File: src/rtl/mdio_master_if.sv
// Request/response channel between register-interface control logic and the MDIO engine.
interface mdio_master_if;
   logic        req_valid;
   logic        req_ready;
   logic        req_clause45;
   logic [1:0]  req_op;
   logic [4:0]  req_phy;
   logic [4:0]  req_reg;
   logic [15:0] req_data;
   logic        preamble_en;
   logic        resp_valid;
   logic [15:0] resp_data;
   logic        resp_err;
   logic        busy;

   // Requester side (control logic)
   modport master (
      output req_valid, req_clause45, req_op, req_phy, req_reg, req_data, preamble_en,
      input  req_ready, resp_valid, resp_data, resp_err, busy
   );

   // Engine side
   modport slave (
      input  req_valid, req_clause45, req_op, req_phy, req_reg, req_data, preamble_en,
      output req_ready, resp_valid, resp_data, resp_err, busy
   );
endinterface

File: src/rtl/mdio_master.sv
// MDIO management master: generates MDC and serialises Clause 22 / Clause 45 frames.
module mdio_master #(
   parameter int unsigned CLK_DIV      = 25,
   parameter int unsigned PREAMBLE_LEN = 32
) (
   input  logic         clk,
   input  logic         rst,
   mdio_master_if.slave bus,
   output logic         mdc,
   input  logic         mdio_i,
   output logic         mdio_o,
   output logic         mdio_t
);

   localparam int unsigned   DivW    = (CLK_DIV > 1) ? $clog2(CLK_DIV) : 1;
   localparam logic [DivW-1:0] DivMax = DivW'(CLK_DIV - 1);
   localparam logic [6:0]    PreLast = 7'(PREAMBLE_LEN - 1);

   typedef enum logic [3:0] {
      StIdle, StPre, StSt, StOp, StPhy, StReg, StTa, StData, StDone
   } state_e;

   state_e            state_q, state_d;
   logic [DivW-1:0]   div_q, div_d;
   logic              phase_q, phase_d;
   logic [6:0]        bit_q, bit_d;
   logic [31:0]       frame_q, frame_d;
   logic              rd_q, rd_d;
   logic [15:0]       shift_q, shift_d;
   logic              ta_err_q, ta_err_d;
   logic [15:0]       resp_data_q, resp_data_d;
   logic              resp_err_q, resp_err_d;
   logic              sync1_q, sync2_q;
   logic              half_end, cell_end, released;
   logic [6:0]        field_last;

   // Two-flop synchroniser for the asynchronous pin input
   always_ff @(posedge clk or posedge rst) begin
      if (rst) begin
         sync1_q <= 1'b1;
         sync2_q <= 1'b1;
      end else begin
         sync1_q <= mdio_i;
         sync2_q <= sync1_q;
      end
   end

   // Engine state register
   always_ff @(posedge clk or posedge rst) begin
      if (rst) begin
         state_q     <= StIdle;
         div_q       <= '0;
         phase_q     <= 1'b0;
         bit_q       <= '0;
         frame_q     <= '0;
         rd_q        <= 1'b0;
         shift_q     <= '0;
         ta_err_q    <= 1'b0;
         resp_data_q <= '0;
         resp_err_q  <= 1'b0;
      end else begin
         state_q     <= state_d;
         div_q       <= div_d;
         phase_q     <= phase_d;
         bit_q       <= bit_d;
         frame_q     <= frame_d;
         rd_q        <= rd_d;
         shift_q     <= shift_d;
         ta_err_q    <= ta_err_d;
         resp_data_q <= resp_data_d;
         resp_err_q  <= resp_err_d;
      end
   end

   // Index of the last bit of the field currently being sent
   always_comb begin
      field_last = '0;
      case (state_q)
         StPre:   field_last = PreLast;
         StSt:    field_last = 7'd1;
         StOp:    field_last = 7'd1;
         StPhy:   field_last = 7'd4;
         StReg:   field_last = 7'd4;
         StTa:    field_last = 7'd1;
         StData:  field_last = 7'd15;
         default: field_last = '0;
      endcase
   end

   // Next-state: accept, MDC divider, bit/field sequencing and read capture
   always_comb begin
      state_d     = state_q;
      div_d       = div_q;
      phase_d     = phase_q;
      bit_d       = bit_q;
      frame_d     = frame_q;
      rd_d        = rd_q;
      shift_d     = shift_q;
      ta_err_d    = ta_err_q;
      resp_data_d = resp_data_q;
      resp_err_d  = resp_err_q;
      half_end    = (div_q == DivMax);
      cell_end    = phase_q && half_end;

      case (state_q)
         StIdle: begin
            if (bus.req_valid) begin
               div_d    = '0;
               phase_d  = 1'b0;
               bit_d    = '0;
               ta_err_d = 1'b0;
               // Whole post-preamble frame, shifted out MSB first; TA=10 only matters for writes
               frame_d  = {(bus.req_clause45 ? 2'b00 : 2'b01), bus.req_op, bus.req_phy,
                           bus.req_reg, 2'b10, bus.req_data};
               // Read ops are exactly those with OP[1] set in both clauses
               rd_d     = bus.req_op[1];
               if (!bus.req_clause45 && (bus.req_op == 2'b00 || bus.req_op == 2'b11)) begin
                  state_d    = StDone;
                  resp_err_d = 1'b1;
               end else begin
                  state_d = bus.preamble_en ? StPre : StSt;
               end
            end
         end
         StDone: state_d = StIdle;
         default: begin
            div_d = half_end ? '0 : div_q + 1'b1;
            if (half_end) begin
               phase_d = ~phase_q;
            end
            if (cell_end) begin
               // Sample point: last cycle of the MDC high phase
               if (rd_q && state_q == StTa && bit_q == 7'd1) begin
                  ta_err_d = sync2_q;
               end
               if (rd_q && state_q == StData) begin
                  shift_d = {shift_q[14:0], sync2_q};
               end
               if (state_q != StPre) begin
                  frame_d = {frame_q[30:0], 1'b0};
               end
               if (bit_q == field_last) begin
                  bit_d = '0;
                  case (state_q)
                     StPre:  state_d = StSt;
                     StSt:   state_d = StOp;
                     StOp:   state_d = StPhy;
                     StPhy:  state_d = StReg;
                     StReg:  state_d = StTa;
                     StTa:   state_d = StData;
                     StData: begin
                        state_d = StDone;
                        if (rd_q) begin
                           resp_data_d = shift_d;
                           resp_err_d  = ta_err_d;
                        end else begin
                           resp_err_d  = 1'b0;
                        end
                     end
                     default: state_d = StIdle;
                  endcase
               end else begin
                  bit_d = bit_q + 7'd1;
               end
            end
         end
      endcase
   end

   // Pin and handshake outputs decoded from registered state
   always_comb begin
      released       = rd_q && (state_q == StTa || state_q == StData);
      mdc            = phase_q;
      mdio_t         = (state_q == StIdle) || (state_q == StDone) || released;
      mdio_o         = 1'b1;
      if (state_q != StIdle && state_q != StDone && state_q != StPre && !released) begin
         mdio_o = frame_q[31];
      end
      bus.req_ready  = (state_q == StIdle);
      bus.busy       = (state_q != StIdle);
      bus.resp_valid = (state_q == StDone);
      bus.resp_data  = resp_data_q;
      bus.resp_err   = resp_err_q;
   end

endmodule

File: src/flat_wrapper.sv
// flat-port wrapper written by rule: the top's interface ports become plain ports
module mdio_master_flat 
#(
   parameter int unsigned CLK_DIV      = 25,
   parameter int unsigned PREAMBLE_LEN = 32
)
  (clk, rst, mdc, mdio_i, mdio_o, mdio_t, bus_req_valid, bus_req_clause45, bus_req_op, bus_req_phy, bus_req_reg, bus_req_data, bus_preamble_en, bus_req_ready, bus_resp_valid, bus_resp_data, bus_resp_err, bus_busy);
  mdio_master_if bus_i ();
  input  logic clk;
  input  logic rst;
  output logic mdc;
  input  logic mdio_i;
  output logic mdio_o;
  output logic mdio_t;
  input wire logic [$bits(bus_i.req_valid)-1:0] bus_req_valid;
  input wire logic [$bits(bus_i.req_clause45)-1:0] bus_req_clause45;
  input wire logic [$bits(bus_i.req_op)-1:0] bus_req_op;
  input wire logic [$bits(bus_i.req_phy)-1:0] bus_req_phy;
  input wire logic [$bits(bus_i.req_reg)-1:0] bus_req_reg;
  input wire logic [$bits(bus_i.req_data)-1:0] bus_req_data;
  input wire logic [$bits(bus_i.preamble_en)-1:0] bus_preamble_en;
  output wire logic [$bits(bus_i.req_ready)-1:0] bus_req_ready;
  output wire logic [$bits(bus_i.resp_valid)-1:0] bus_resp_valid;
  output wire logic [$bits(bus_i.resp_data)-1:0] bus_resp_data;
  output wire logic [$bits(bus_i.resp_err)-1:0] bus_resp_err;
  output wire logic [$bits(bus_i.busy)-1:0] bus_busy;
  assign bus_i.req_valid = bus_req_valid;
  assign bus_i.req_clause45 = bus_req_clause45;
  assign bus_i.req_op = bus_req_op;
  assign bus_i.req_phy = bus_req_phy;
  assign bus_i.req_reg = bus_req_reg;
  assign bus_i.req_data = bus_req_data;
  assign bus_i.preamble_en = bus_preamble_en;
  assign bus_req_ready = bus_i.req_ready;
  assign bus_resp_valid = bus_i.resp_valid;
  assign bus_resp_data = bus_i.resp_data;
  assign bus_resp_err = bus_i.resp_err;
  assign bus_busy = bus_i.busy;
  mdio_master #(.CLK_DIV(CLK_DIV), .PREAMBLE_LEN(PREAMBLE_LEN)) u_core (.clk(clk), .rst(rst), .bus(bus_i), .mdc(mdc), .mdio_i(mdio_i), .mdio_o(mdio_o), .mdio_t(mdio_t));
endmodule
File: config.mk
export PLATFORM = sky130hd
export DESIGN_NAME = mdio_master_flat
export DESIGN_NICKNAME = d
export VERILOG_FILES = /design/src/rtl/mdio_master_if.sv /design/src/rtl/mdio_master.sv /design/src/flat_wrapper.sv
export SDC_FILE = /design/constraint.sdc
export NUM_CORES = 1
export LEC_CHECK = 0
export BUFFER_PORTS_ARGS = -buffer_cell sky130_fd_sc_hd__buf_2
export CAP_MARGIN = 25
export CORE_MARGIN = 5
export CORE_UTILIZATION = 61
export CTS_CLUSTER_DIAMETER = 60
export DETAILED_ROUTE_END_ITERATION = 10
export GPL_ROUTABILITY_DRIVEN = 0
export PLACE_DENSITY = 0.82
export SKIP_LAST_GASP = 1
export SLEW_MARGIN = 20
export SYNTH_ARGS = -nofsm -noshare
export SYNTH_HDL_FRONTEND = slang
export SYNTH_SLANG_ARGS = --single-unit
File: constraint.sdc
create_clock -name clk -period 5.93 [get_ports clk]
set_clock_uncertainty 0.1 [all_clocks]
set_input_delay 0.2965 -clock clk [delete_from_list [all_inputs] [get_ports clk]]
set_output_delay 0.2965 -clock clk [all_outputs]
set_load 0.005 [all_outputs]
# After elaboration in Yosys (flattened, before gate mapping)
# Index checks and enable logic that the tools add are counted.
dict set report word_totals {
  output_inout_bits 23
  register_bits 86
  input_bits 34
}
dict set report classes {
  mux 35
  bitwise 3
  eq_ne 16
  n_addsub 2
  n_reduce_logical 37
}
# operator n
set op_table {}
lappend op_table {{$mux 32} 3}
lappend op_table {{$pmux 32 s2} 1}
lappend op_table {{$pmux 4 s7} 1}
lappend op_table {{$mux 7} 3}
lappend op_table {{$pmux 5 s4} 1}
lappend op_table {{$eq 4x3->1 const B} 4}
lappend op_table {{$mux 16} 1}
lappend op_table {{$mux 4} 4}
lappend op_table {{$pmux 7 s2} 1}
lappend op_table {{$mux 1} 12}
lappend op_table {{$mux 5} 2}
lappend op_table {{$pmux 5 s2} 1}
lappend op_table {{$reduce_bool 2->1} 5}
lappend op_table {{$logic_and 1x1->1} 9}
lappend op_table {{$reduce_and 3->1} 3}
lappend op_table {{$eq 4x2->1 const B} 2}
lappend op_table {{$pmux 4 s2} 1}
lappend op_table {{$add 7x1->7 const B} 1}
lappend op_table {{$eq 7x1->1 const B} 1}
lappend op_table {{$eq 7x5->1} 1}
lappend op_table {{$pmux 1 s2} 3}
lappend op_table {{$reduce_and 2->1} 3}
lappend op_table {{$reduce_and 6->1} 1}
lappend op_table {{$reduce_bool 3->1} 2}
lappend op_table {{other kinds (20)} 27}

# Depth between registers and ports, before layout
dict set report depth {
  depth_word 9
  ltp_mapped 9
  depth_no_buf 8
}

# Worst setup path after synthesis
# OpenSTA, ideal clock, no wires.
dict set report synth_path {
  path_type {flip-flop to flip-flop}
  from {reg u_core.state_q[1]}
  to {reg u_core.resp_data_q[0] (netlist: u_core.bus.resp_data[0])}
  setup_ps 125
  period_less_slack_ps 2350
  arrival_ps 2125
  path_stages_with_launch 8
  n_path_buf 2
  slack_ps 3580
  path_cell_list {dfrtp_1 buf_6 nor4b_1 xnor2_1 o211ai_1 nor3_2 buf_4 mux2_2}
}
dict set report synth_via {
  elab_chain_len 5
}
# item line
set synth_rtl {}
lappend synth_rtl {{start: declaration} mdio_master.sv:23} ;# state_e state_q, state_d;
lappend synth_rtl {{start signal: assignment} mdio_master.sv:51} ;# state_q <= StIdle;
lappend synth_rtl {{start signal: assignment} mdio_master.sv:62} ;# state_q <= state_d;
lappend synth_rtl {{$eq 4x2->1 or $eq 4x3->1 (tied branches)} mdio_master.sv:78} ;# case (state_q)
lappend synth_rtl {{$reduce_or 3->1 (no line) or $reduce_or 2->1 (tied branches)} n/a}
lappend synth_rtl {{$pmux 5 s4} mdio_master.sv:78}
lappend synth_rtl {{$eq 7x5->1} mdio_master.sv:142} ;# if (bit_q == field_last) begin
lappend synth_rtl {{$reduce_and 5->1 (no line)} n/a}
lappend synth_rtl {{end signal: assignment} mdio_master.sv:70} ;# resp_data_q <= resp_data_d;
lappend synth_rtl {{end: declaration} mdio_master.sv:31} ;# logic [15:0] resp_data_q, resp_data_d;
# Several ways; a longest one is shown, not always the timed one.
# A chain may end at the register's enable or synchronous reset.

# Final worst setup path
dict set report layout_path {
  from {reg u_core.state_q[0]}
  to {reg u_core.bit_q[4]}
}
dict set report layout_via {
  elab_chain_len 7
}
# item line
set layout_rtl {}
lappend layout_rtl {{$eq 4x2->1 or $eq 4x3->1 (tied branches)} mdio_master.sv:78}
lappend layout_rtl {{$reduce_or 3->1 (no line) or $reduce_or 2->1 (tied branches)} n/a}
lappend layout_rtl {{$pmux 5 s4} mdio_master.sv:78}
lappend layout_rtl {{$eq 7x5->1} mdio_master.sv:142}
lappend layout_rtl {{$mux 7} mdio_master.sv:142}
lappend layout_rtl {{$mux 7} mdio_master.sv:131} ;# if (cell_end) begin
lappend layout_rtl {{$pmux 7 s2} mdio_master.sv:105} ;# case (state_q)
lappend layout_rtl {{end signal: assignment} mdio_master.sv:65} ;# bit_q <= bit_d;
lappend layout_rtl {{end: declaration} mdio_master.sv:26} ;# logic [6:0] bit_q, bit_d;
# Several ways; a longest one is shown, not always the timed one. The select of a mux whose other input is x is not followed.

==> out/qor.txt <==
critical path endpoint category: flop
DR pass1 iterations: 5
flops & latches, synth: 85
ant diodes: 0
crit-path cells: nor3_2, nand2b_1, inv_1, o21ai_1, o21bai_1, a22o_1
Root Driver: clkbuf_8
DRT antenna net count: 0
CTS Buf Count: 9
Initial Util: 62.9%
via count: 2988
DRT iter0 DRCs: 199
clk buf depth: 2
row cnt: 29
pin count of the biggest net entering global routing: 86
Worst IR Drop VDD: 0.165 mV
worst min path class: in -> async
grt ovf: 0
fmax: 328 MHz
number of flops mapped to enable cells by yosys: 0
PnR Total Power: 0.966 mW
post-route setup slack: 2.88 ns
synth-to-layout area growth: 12.0%
layout cell share with drive strength beyond 1: 27.5%
Die Ht: 90.9 um
Clock Latency Late Sink: 0.35 ns
CP Launch Type: flop
Critical Path RT: 6.06 ns
cell with the most instances after synthesis: dfrtp_1
synth unique cells: 56
# nets final: 482
Mapped Area: 3990 um^2
Reg2Reg Depth: 6
Final Hold Viols: 0
initial antenna violation count: 0
max-slew headroom at the worst pin: 37.8%
Syn Nets: 434
Worst Tran Pin Value: 0.932 ns
first-pass GRT wire length: 13.4 mm
vias in the first global route: 2851
top-area cell type share of the netlist area: 52.0%
Max Transition Viols Final: 0
status: finished, final reports clean
boundary pin count: 57
dpl cells: 509
CTS tree: built
final period utilization: 51.4%
critical path type: reg -> reg
Synth area leader: dfrtp_1
CP max FO: 32
Slowest-stage cell, CP: inv_1
Core Box Area: 6350 um^2
Worst-path clk slew: 0.08 ns
worst slack at placement: 2.92 ns
register area share after synthesis: 53.3%
H-tree depth: 3
Cell Area, Placed: 4290 um^2
synthesized instance count: 396
Avg Inst Size Synth: 10.1 um^2
yosys warns: 0
Area contributors post-synth: dfrtp_1 52%, mux2_2 9.9%, nand2_1 7.1%
PD cells: 216 nW/um^2
IO buf count: 56
CTS Sinks: 85
Total GRT Usage: 19.7%
final instance area: 4470 um^2
multi-input logic area: 1730 um^2
commonest cells in the netlist: 83 x dfrtp_1, 76 x nand2_1, 40 x nor2_1, 35 x mux2_2, 32 x a31oi_1
CTS resizes: 0
RSZ-0062 raised after global routing: no
setup TNS: 0 ns
die area: 8260 um^2
width of the die: 90.9 um
number of vias per cell: 5.69
min cycle time layout: 3.05 ns
top_reg_cell synth: dfrtp_1
Reg area: 2130 um^2
CP Data Arrival Time: 3.18 ns
final HPWL from detailed placement: 5.31 mm
worst hold margin: 0.0517 ns
FILL cells: 488
WL/cell: 15.1 um
Final Setup Violations: 0
r2r setup slk: 2.88 ns
max-cap violation count: 0
async set or reset register ratio after synthesis: 100%
leakage: 2.20 nW
Largest stage delay, worst path: 0.70 ns
drt total wl: 7.93 mm
Final Instance Count excl. Fillers: 525
final design utilization: 70.4%
DRC viols: 0
cells by family (layout without fill, tap and decap cells):
family,Yosys count,count (layout),share of synthesized area [%]
xor+xnor,3,3,0.658
compound gates,72,72,11.5
flops,85,85,53.3
fa+ha+maj,4,4,1.25
simple gates,164,164,19.3
mux,36,36,10.1
buf+inv,32,84,3.82
path summary, 6_finish.rpt:
kind,startpoint,to
setup / recovery,u_core.state_q[0]$_DFFE_PP0P_,u_core.bit_q[4]$_DFFE_PP0P_
hold / removal,rst,u_core.bus.resp_data[10]$_DFFE_PP0P_
setup reg to reg,u_core.state_q[0]$_DFFE_PP0P_,u_core.bit_q[4]$_DFFE_PP0P_
hold reg to reg,u_core.sync1_q$_DFF_PP1_,u_core.sync2_q$_DFF_PP1_
max in group asynchronous,rst,u_core.state_q[1]$_DFFE_PP0P_
min in group clk,bus_req_data[6],u_core.frame_q[6]$_DFFE_PP0P_
flip-flops by register name, indices dropped and copies added, names as in the netlist:
| signal | count |
|---|---|
| u_core.state_q | 4 |
| u_core.bus.resp_err | 1 |
| u_core.rd_q | 1 |
| u_core.frame_q | 32 |
| u_core.bit_q | 7 |
| u_core.mdc | 1 |
| u_core.bus.resp_data | 16 |
| u_core.sync1_q | 1 |
| u_core.shift_q | 15 |
| u_core.sync2_q | 1 |
| u_core.ta_err_q | 1 |
| u_core.div_q | 5 |
placed cells by master (no fill, tap or decap), types with 3 or more instances in the layout:
cell / n
dfrtp_1: 83
nand2_1: 76
buf_2: 56
nor2_1: 40
mux2_2: 35
a31oi_1: 32
o21ai_0: 17
nand3_1: 11
clkbuf_8: 10
inv_1: 8
and2_1: 4
nor2b_1: 4
ha_1: 4
or3_1: 3
nand4_1: 3
area by class of cell:
cell class	instances	share of cell area, %
clock buffers	12	3.25
flip-flops and latches	85	47.6
inverters	9	0.783
repair buffers	60	7.08
clock inverters	3	0.476
multi-input cells	279	38.6
well taps	77	2.15
what timing repair did:
item	CTS	global route
hold buffers	1	0
setup buffers	0	0
hold endpoints to repair	1	0
report_power, final:
group / leakage, nW / internal, mW / switching (mW)
Clock: 0.0828 / 0.163 / 0.196
Combinational: 1.13 / 0.00956 / 0.0161
Sequential: 0.990 / 0.580 / 0.000665
metal layers:
layer	track usage [%]	vias up	share of wire, %
met5	0	-	0
met4	5.75	0	1.2
met3	6.17	8	6.3
met2	30.9	79	48
met1	26.7	1430	44
li1	-	1471	-
worst max-delay path, delay by kind of cell, from the launching register on:
kind | cells | cell delay (ns)
flops | 1 | 0.55
simple gates | 2 | 0.61
buf+inv | 1 | 0.70
compound gates | 3 | 0.96
Note: power is estimated with default switching activity, not from simulation.
